**src/rtl/nibble_serial_adder.sv**
```systemverilog
// rtl/nibble_serial_adder.sv - WIDTH-bit add/subtract computed one nibble per clock through a 4-bit CLA slice
// Operands are accepted on an in_valid/in_ready handshake and the result is released on out_valid/out_ready.

module carry_look_ahead_adder (
  input  logic [3:0] A,
  input  logic [3:0] B,
  input  logic       Cin,
  output logic [3:0] S,
  output logic       C_out
);
  logic [3:0] g;
  logic [3:0] p;
  logic [3:0] c;

  always_comb begin
    g = A & B;
    p = A ^ B;
    c[0]  = Cin;
    c[1]  = g[0] | (p[0] & Cin);
    c[2]  = g[1] | (p[1] & g[0]) | (p[1] & p[0] & Cin);
    c[3]  = g[2] | (p[2] & g[1]) | (p[2] & p[1] & g[0]) | (p[2] & p[1] & p[0] & Cin);
    C_out = g[3] | (p[3] & g[2]) | (p[3] & p[2] & g[1]) | (p[3] & p[2] & p[1] & g[0])
          | (p[3] & p[2] & p[1] & p[0] & Cin);
    S = p ^ c;
  end
endmodule

module nibble_serial_adder #(
  parameter int WIDTH = 16
) (
  input  logic             clk,
  input  logic             rst_n,
  input  logic             in_valid,
  output logic             in_ready,
  input  logic [WIDTH-1:0] a,
  input  logic [WIDTH-1:0] b,
  input  logic             cin,
  input  logic             sub,
  output logic             out_valid,
  input  logic             out_ready,
  output logic [WIDTH-1:0] sum,
  output logic             cout,
  output logic             ovf,
  output logic             zero
);
  localparam int NIBBLES = WIDTH / 4;
  localparam int IDX_W   = (NIBBLES > 1) ? $clog2(NIBBLES) : 1;
  localparam logic [IDX_W-1:0] LAST_IDX = IDX_W'(NIBBLES - 1);

  typedef enum logic [1:0] {IDLE, RUN, DONE} state_t;

  state_t           state_q, state_d;
  logic [IDX_W-1:0] idx_q, idx_d;
  logic [WIDTH-1:0] a_q, a_d, b_q, b_d, sum_q, sum_d;
  logic             carry_q, carry_d, cout_q, cout_d, ovf_q, ovf_d, zero_q, zero_d;
  logic [3:0]       cla_a, cla_b, cla_s;
  logic             cla_co;

  // Nibble mux feeding the single CLA slice
  always_comb begin
    cla_a = '0;
    cla_b = '0;
    for (int i = 0; i < NIBBLES; i++) begin
      if (idx_q == IDX_W'(i)) begin
        cla_a = a_q[4*i +: 4];
        cla_b = b_q[4*i +: 4];
      end
    end
  end

  carry_look_ahead_adder u_cla (
    .A     (cla_a),
    .B     (cla_b),
    .Cin   (carry_q),
    .S     (cla_s),
    .C_out (cla_co)
  );

  always_comb begin
    state_d = state_q;
    idx_d   = idx_q;
    a_d     = a_q;
    b_d     = b_q;
    sum_d   = sum_q;
    carry_d = carry_q;
    cout_d  = cout_q;
    ovf_d   = ovf_q;
    zero_d  = zero_q;
    case (state_q)
      IDLE: begin
        if (in_valid) begin
          a_d     = a;
          b_d     = sub ? ~b : b;
          carry_d = sub | cin;
          idx_d   = '0;
          state_d = RUN;
        end
      end
      RUN: begin
        for (int i = 0; i < NIBBLES; i++) begin
          if (idx_q == IDX_W'(i)) sum_d[4*i +: 4] = cla_s;
        end
        carry_d = cla_co;
        if (idx_q == LAST_IDX) begin
          cout_d  = cla_co;
          ovf_d   = (a_q[WIDTH-1] == b_q[WIDTH-1]) && (sum_d[WIDTH-1] != a_q[WIDTH-1]);
          zero_d  = (sum_d == '0);
          state_d = DONE;
        end else begin
          idx_d = idx_q + 1'b1;
        end
      end
      DONE: begin
        if (out_ready) state_d = IDLE;
      end
      default: state_d = IDLE;
    endcase
  end

  always_ff @(posedge clk or negedge rst_n) begin
    if (!rst_n) begin
      state_q <= IDLE;
      idx_q   <= '0;
      a_q     <= '0;
      b_q     <= '0;
      sum_q   <= '0;
      carry_q <= 1'b0;
      cout_q  <= 1'b0;
      ovf_q   <= 1'b0;
      zero_q  <= 1'b0;
    end else begin
      state_q <= state_d;
      idx_q   <= idx_d;
      a_q     <= a_d;
      b_q     <= b_d;
      sum_q   <= sum_d;
      carry_q <= carry_d;
      cout_q  <= cout_d;
      ovf_q   <= ovf_d;
      zero_q  <= zero_d;
    end
  end

  assign in_ready  = (state_q == IDLE);
  assign out_valid = (state_q == DONE);
  assign sum       = sum_q;
  assign cout      = cout_q;
  assign ovf       = ovf_q;
  assign zero      = zero_q;
endmodule

```
**config.mk**
```make
export PLATFORM = sky130hd
export DESIGN_NAME = nibble_serial_adder
export DESIGN_NICKNAME = d
export VERILOG_FILES = /design/src/rtl/nibble_serial_adder.sv
export SDC_FILE = /design/constraint.sdc
export NUM_CORES = 1
export LEC_CHECK = 0
export ABC_AREA = 1
export CAP_MARGIN = 20
export CORE_UTILIZATION = 56
export CTS_CLUSTER_DIAMETER = 40
export CTS_CLUSTER_SIZE = 8
export DETAILED_ROUTE_END_ITERATION = 7
export PLACE_DENSITY = 0.91
export SLEW_MARGIN = 40
export SYNTH_ARGS = -nofsm -noshare
export SYNTH_HDL_FRONTEND = slang
export SYNTH_SLANG_ARGS = --single-unit
```
**constraint.sdc**
```tcl
create_clock -name clk -period 4 [get_ports clk]
set_input_delay 0.8 -clock clk [delete_from_list [all_inputs] [get_ports clk]]
set_output_delay 0.8 -clock clk [all_outputs]
set_load 0.01 [all_outputs]
```
== Word level (Yosys, flattened, before mapping) ==
Cells that the tools add are included.

* Bits of input ports: 38
* Register bits after elaboration: 56
* Word-level logic and storage cells: 88

* Muxes and demuxes: 26
* Reductions and logical operators: 10
* Bitwise logic cells: 31
* Equality and inequality tests: 11
* Add/subtract/negate cells: 1

{| class="wikitable"
|+ Operator list
! cell !! number
|-
| $mux W4 || 16
|-
| $and A1 B1 Y1 || 16
|-
| $logic_not A16 Y1 || 1
|-
| $mux W16 || 1
|-
| $not A16 Y16 || 1
|-
| $or A1 B1 Y1 || 11
|-
| $mux W2 || 5
|-
| $xor A4 B4 Y4 || 2
|-
| $eq A2 B2 Y1 const B || 3
|-
| $ne A2 B2 Y1 const B || 3
|-
| $pmux W2 S3 || 1
|-
| $reduce_and A2 Y1 || 3
|-
| $reduce_and A3 Y1 || 2
|-
| $and A4 B4 Y4 || 1
|-
| $eq A2 B1 Y1 const B || 2
|-
| $logic_not A2 Y1 || 2
|-
| $pmux W2 S2 || 1
|-
| $add A2 B1 Y2 const B || 1
|-
| $ne A2 B1 Y1 const B || 1
|-
| $pmux W1 S2 || 1
|-
| $reduce_bool A2 Y1 || 1
|-
| $eq A1 B1 Y1 || 1
|-
| $logic_and A1 B1 Y1 || 1
|-
| $mux W1 || 1
|-
| $ne A1 B1 Y1 || 1
|}

== Depth between registers and ports, before layout ==
* Depth in word-level cells: 15
* Depth in mapped cells: 20
* Gate-level depth less buffers: 19

== By module ==
Synthesis repeated with hierarchy kept, for this count alone.

* Cell total of the unflattened synthesis: 391
* Area total of the unflattened synthesis: 3020.4 um^2

{| class="wikitable"
|+ By module, submodules not included
! module !! instances !! area each (um^2) !! seq. area each (um^2) !! cells each
|-
| nibble_serial_adder || 1 || 2831.5 || 1401.3 || 360
|-
| carry_look_ahead_adder || 1 || 188.9 || 0.0 || 31
|}

== Worst setup path after synthesis ==
Ideal clock, no wire load.

* Path kind: reg2reg
* Start: reg idx_q[0]
* End: reg zero_q (netlist: zero)
* Data required time: 3.935 ns
* Setup time: 0.065 ns
* Stages on the path, launching flop included: 18
* Path slack: 1.290 ns
* Buffers on the path: 1
* Arrival: 2.645 ns
* Cell sequence: dfrtp_1 -> inv_1 -> ha_1 -> buf_2 -> inv_1 -> nor2_2 -> a221oi_1 -> o31ai_1 -> fa_1 -> nand2_1 -> o21ai_0 -> nor2_1 -> nand2_1 -> nor2_1 -> nand3_1 -> nor2_1 -> nand3_1 -> nand2_1

* Word-level cells in the longest chain between the ends: 14
* Elaborated cells on any way between the ends: 40
* Classes of those cells: eq/ne: 3; mux: 16; bitwise: 18; reduce/logical: 3

{| class="wikitable"
|+ RTL lines
! element !! line !! text
|-
| from (decl) || 53 || <nowiki>logic [IDX_W-1:0] idx_q, idx_d;</nowiki>
|-
| from (signal assigned) || 133 || <nowiki>idx_q <= idx_d;</nowiki>
|-
| $logic_not A2 Y1 || 64, 101 ||
|-
| $mux W4 (4 in a row) || 64 || <nowiki>if (idx_q == IDX_W'(i)) begin</nowiki>
|-
| $xor A4 B4 Y4 or $and A4 B4 Y4 (tied branches) || 17, 16 ||
|-
| $and A1 B1 Y1 || 21 || <nowiki>c[3] = g[2] | (p[2] & g[1]) | (p[2] & p[1] & g[0]) | (p[2] & p[1] & p[0] & Cin);</nowiki>
|-
| $or A1 B1 Y1 or $and A1 B1 Y1 (tied branches) (2 in a row) || 21 ||
|-
| $or A1 B1 Y1 || 21 ||
|-
| $xor A4 B4 Y4 || 24 || <nowiki>S = p ^ c;</nowiki>
|-
| $mux W4 || 101 || <nowiki>if (idx_q == IDX_W'(i)) sum_d[4*i +: 4] = cla_s;</nowiki>
|-
| $mux W4 || 89 || <nowiki>case (state_q)</nowiki>
|-
| $logic_not A16 Y1 || 107 || <nowiki>zero_d = (sum_d == '0);</nowiki>
|-
| to (signal assigned) || 140 || <nowiki>zero_q <= zero_d;</nowiki>
|-
| to (decl) || 55 || <nowiki>logic carry_q, carry_d, cout_q, cout_d, ovf_q, ovf_d, zero_q, zero_d;</nowiki>
|}

Several ways; a longest one is shown, not always the timed one. The select of a mux whose other input is x is not followed.
A chain may end at the register's enable or synchronous reset.

== Worst setup path after layout ==
* Start: reg idx_q[1]
* End: reg zero_q (netlist: zero)

The elaborated chain is that of the path after synthesis.

==> metrics.log <==
[metrics] status: completed
[metrics] count of TritonRoute iterations in the first routing pass: 5
[metrics] critical path launch point: idx_q[1]$_DFFE_PN0P_
[metrics] top cells by instance count after synthesis: sky130_fd_sc_hd__nand2_1, sky130_fd_sc_hd__dfrtp_1, sky130_fd_sc_hd__o21ai_0
[metrics] Vias: 2641
[metrics] Critical Path RT: 4.25 ns
[metrics] antenna violations before repair: 0
[metrics] antenna viol nets, final: 0
[metrics] vias in the first global route: 2477
[metrics] total detailed-routing wirelength: 6.57 mm
[metrics] HPWL Detailed: 4.90 mm
[metrics] count of different cell masters after synthesis: 30
[metrics] count of mapped cells out of synthesis: 380
[metrics] cell type with the highest aggregate area in the netlist: sky130_fd_sc_hd__dfrtp_1
[metrics] detail-routed via count per cell: 5.28
[metrics] post-synthesis area per instance: 7.84 µm²
[metrics] final hold violation count: 0
[metrics] net count of the mapped netlist: 427
[metrics] clock-pin slew on the worst setup and hold paths: 0.09 ns
[metrics] Die Height: 74.9 µm
[metrics] leakage power summed over all cells: 1.76 nW
[metrics] CTS-repair resized insts: 0
[metrics] DR WL/cell: 13.1 µm
[metrics] Clock Skew: 0.00667 ns
[metrics] cell with the most instances after synthesis: sky130_fd_sc_hd__nand2_1
[metrics] TritonCTS sink count: 56
[metrics] tightest slew margin relative to the limit: 0.555
[metrics] CORE AREA: 0.00511 mm²
[metrics] peak supply drop: 371 µV
[metrics] layout net count: 477
[metrics] number of register bits inferred by synthesis: 56
[metrics] floorplan die width: 74.9 µm
[metrics] Worst Path Class, Setup: reg2reg
[metrics] maximum fanout along the worst path: 16
[metrics] post-layout minimum cycle time: 3.21 ns
[metrics] max-slew violation total from the final report: 0
[metrics] fraction of final layout cells with drive strength greater than 1: 0.0558
[metrics] Worst Slack Setup Final: 0.791 ns
[metrics] first-pass GRT wire length: 11.1 mm
[metrics] GRT Resource Usage Total: 0.263
[metrics] TritonCTS clock tree: yes
[metrics] Buffers on Ports: 58
[metrics] setup slack after placement: 0.908 ns
[metrics] most used flip-flop cell after synthesis: sky130_fd_sc_hd__dfrtp_1
[metrics] setup repair after global routing missed its margin: false
[metrics] fraction of synthesis flops using an asynchronous set or reset pin: 1.00
[metrics] worst reg2reg endpoint: zero$_DFFE_PN0P_
[metrics] worst r2r src: idx_q[1]$_DFFE_PN0P_
[metrics] top-level I/O count: 59
[metrics] starting density of the core: 0.583
[metrics] sequential area share after synthesis: 0.471
[metrics] clock tree buffer depth: 2
[metrics] area fraction of the dominant cell type after synthesis: 0.471
[metrics] post-route clock period utilization: 0.802
[metrics] data arrival time at the worst-slack endpoint: 3.46 ns
[metrics] number of levels the H-tree was split into: 2
[metrics] Post-CTS Setup Repair Bufs: 0
[metrics] FP Rows: 26
[metrics] FF-to-FF path depth: 16
[metrics] MaxCap Viol Count: 0
[metrics] highest attainable clock frequency: 312 MHz
[metrics] hold_sp: a_q[13]$_DFFE_PN0P_
[metrics] worst min path class: reg2reg
[metrics] buffer cell driving the clock tree root: sky130_fd_sc_hd__clkbuf_8
[metrics] residual overflow from global routing: 0
[metrics] Worst Hold Path Cells: 2
[metrics] tightest hold margin: 0.494 ns
[metrics] nature of the critical path startpoint: flip-flop
[metrics] final RePlAce weighted congestion: 0.927
[metrics] clock insertion delay at the later pin of the skew report: 0.31 ns
[metrics] hold buffers post-CTS: 0
[metrics] Hold Path Sink: a_q[13]$_DFFE_PN0P_
[metrics] actual slew at the worst max-slew pin: 0.667 ns
[metrics] top cells by area in the synthesized netlist: sky130_fd_sc_hd__dfrtp_1, sky130_fd_sc_hd__nand2_1, sky130_fd_sc_hd__o21ai_0
[metrics] Total Negative Setup Slacks: 0 ns
[metrics] Ant. Diodes: 0
[metrics] number of CTS-inserted buffers: 5
[metrics] number of enable flip-flop cells after synthesis: 0
[metrics] maximum number of pins on one net before global-route repair: 57
[metrics] violation count after the first detailed-routing iteration: 167
[metrics] Area Growth Syn to Fin: 24.1%
[metrics] critical path endpoint category: flip-flop
[metrics] number of remaining DRC errors: 0
[metrics] total power divided by cell area: 882 mW/mm²
[metrics] die outline area: 0.00561 mm²
[metrics] final number of setup-violating endpoints: 0
[metrics] Worst R2R Setup Slack: 0.79 ns
[metrics] number of warning messages in the yosys log: 0
[metrics] Post-Synthesis Cell Area: 0.00298 mm²
==> worst max path at each step <==
stage / to / slack (ns) / cells after the start
final: zero$_DFFE_PN0P_ / 0.79 / 16
after global routing: zero$_DFFE_PN0P_ / 0.46 / 15
after CTS: zero$_DFFE_PN0P_ / 0.86 / 15
after detailed placement: zero$_DFFE_PN0P_ / 0.91 / 15
after global placement: zero$_DFFE_PN0P_ / 1.02 / 16
after floorplan: zero$_DFFE_PN0P_ / 1.29 / 17
==> worst max-delay path, stage by stage, from the launching register on <==
cell	delay, ns
sky130_fd_sc_hd__dfrtp_1	0.39
sky130_fd_sc_hd__inv_1	0.08
sky130_fd_sc_hd__ha_1	0.42
sky130_fd_sc_hd__nor2_2	0.38
sky130_fd_sc_hd__nand2_1	0.09
sky130_fd_sc_hd__a21oi_1	0.18
sky130_fd_sc_hd__a21oi_1	0.07
sky130_fd_sc_hd__a21oi_1	0.22
sky130_fd_sc_hd__ha_1	0.32
sky130_fd_sc_hd__or2_0	0.24
sky130_fd_sc_hd__nand2_1	0.09
sky130_fd_sc_hd__nand3_1	0.14
sky130_fd_sc_hd__nand3_1	0.18
sky130_fd_sc_hd__nand3_1	0.09
sky130_fd_sc_hd__nor2_1	0.13
sky130_fd_sc_hd__nand3_1	0.08
sky130_fd_sc_hd__nand2_1	0.06
==> placed cells by master (no fill, tap or decap), types with 3 or more instances in the layout <==
cell type / instances
sky130_fd_sc_hd__a21oi_1: 16
sky130_fd_sc_hd__a31oi_1: 4
sky130_fd_sc_hd__clkbuf_8: 5
sky130_fd_sc_hd__clkdlybuf4s50_1: 56
sky130_fd_sc_hd__dfrtp_1: 56
sky130_fd_sc_hd__ha_1: 8
sky130_fd_sc_hd__inv_1: 20
sky130_fd_sc_hd__inv_2: 5
sky130_fd_sc_hd__nand2_1: 134
sky130_fd_sc_hd__nand3_1: 20
sky130_fd_sc_hd__nand4_1: 3
sky130_fd_sc_hd__nor2_1: 26
sky130_fd_sc_hd__o21ai_0: 33
sky130_fd_sc_hd__or2_2: 3
sky130_fd_sc_hd__xnor2_1: 16
==> sequential cells by signal, summed over array words and instances, names as in the netlist <==
signal,cells
state_q,2
a_q,16
ovf,1
b_q,16
idx_q,2
cout,1
carry_q,1
sum,16
zero,1
==> per-layer routing <==
metal,GRT usage,wire length [µm],share of wire,vias to the layer above
met5,0,0,0,-
met4,0.101,175,0.027,0
met3,0.0535,261,0.040,17
met2,0.457,3300,0.50,92
met1,0.324,2840,0.43,1219
li1,-,-,-,1313
==> metrics by stage <==
step | total power [mW] | cell area, µm² | cells | utilization
2_1_floorplan | 2.28 | 2980 | 380 | -
3_3_place_gp | 2.74 | 3570 | 493 | 0.699
3_5_place_dp | 2.81 | 3570 | 493 | 0.699
4_1_cts | 3.25 | 3700 | 500 | 0.725
5_1_grt | 3.58 | 3700 | 500 | 0.724
6_report | 3.26 | 3700 | 500 | 0.724
==> cell families after synthesis <==
logic type | count (synthesis) | synth area share
adders and majority gates | 9 | 0.0403
AOI/OAI and AO/OA | 64 | 0.118
buffers and inverters | 42 | 0.0597
DFF | 56 | 0.471
xor gates and xnor gates | 16 | 0.0471
and+or+nand+nor | 193 | 0.264
==> report_power, final <==
part,total (mW),switching [mW],internal [mW]
logic,1.83,1.12,0.715
clock network,0.417,0.171,0.246
registers,1.01,0.180,0.832
total,3.26,1.47,1.79
==> cell type report <==
class,count,area [µm²]
clock buffer,5,68.8
fill,394,1410
timing repair buffer,60,586
tap,70,87.6
inverter,25,93.8
multi-input combinational,282,1400
clock inverter,2,60.1
sequential,56,1400
Note: power is estimated with default switching activity, not from simulation.
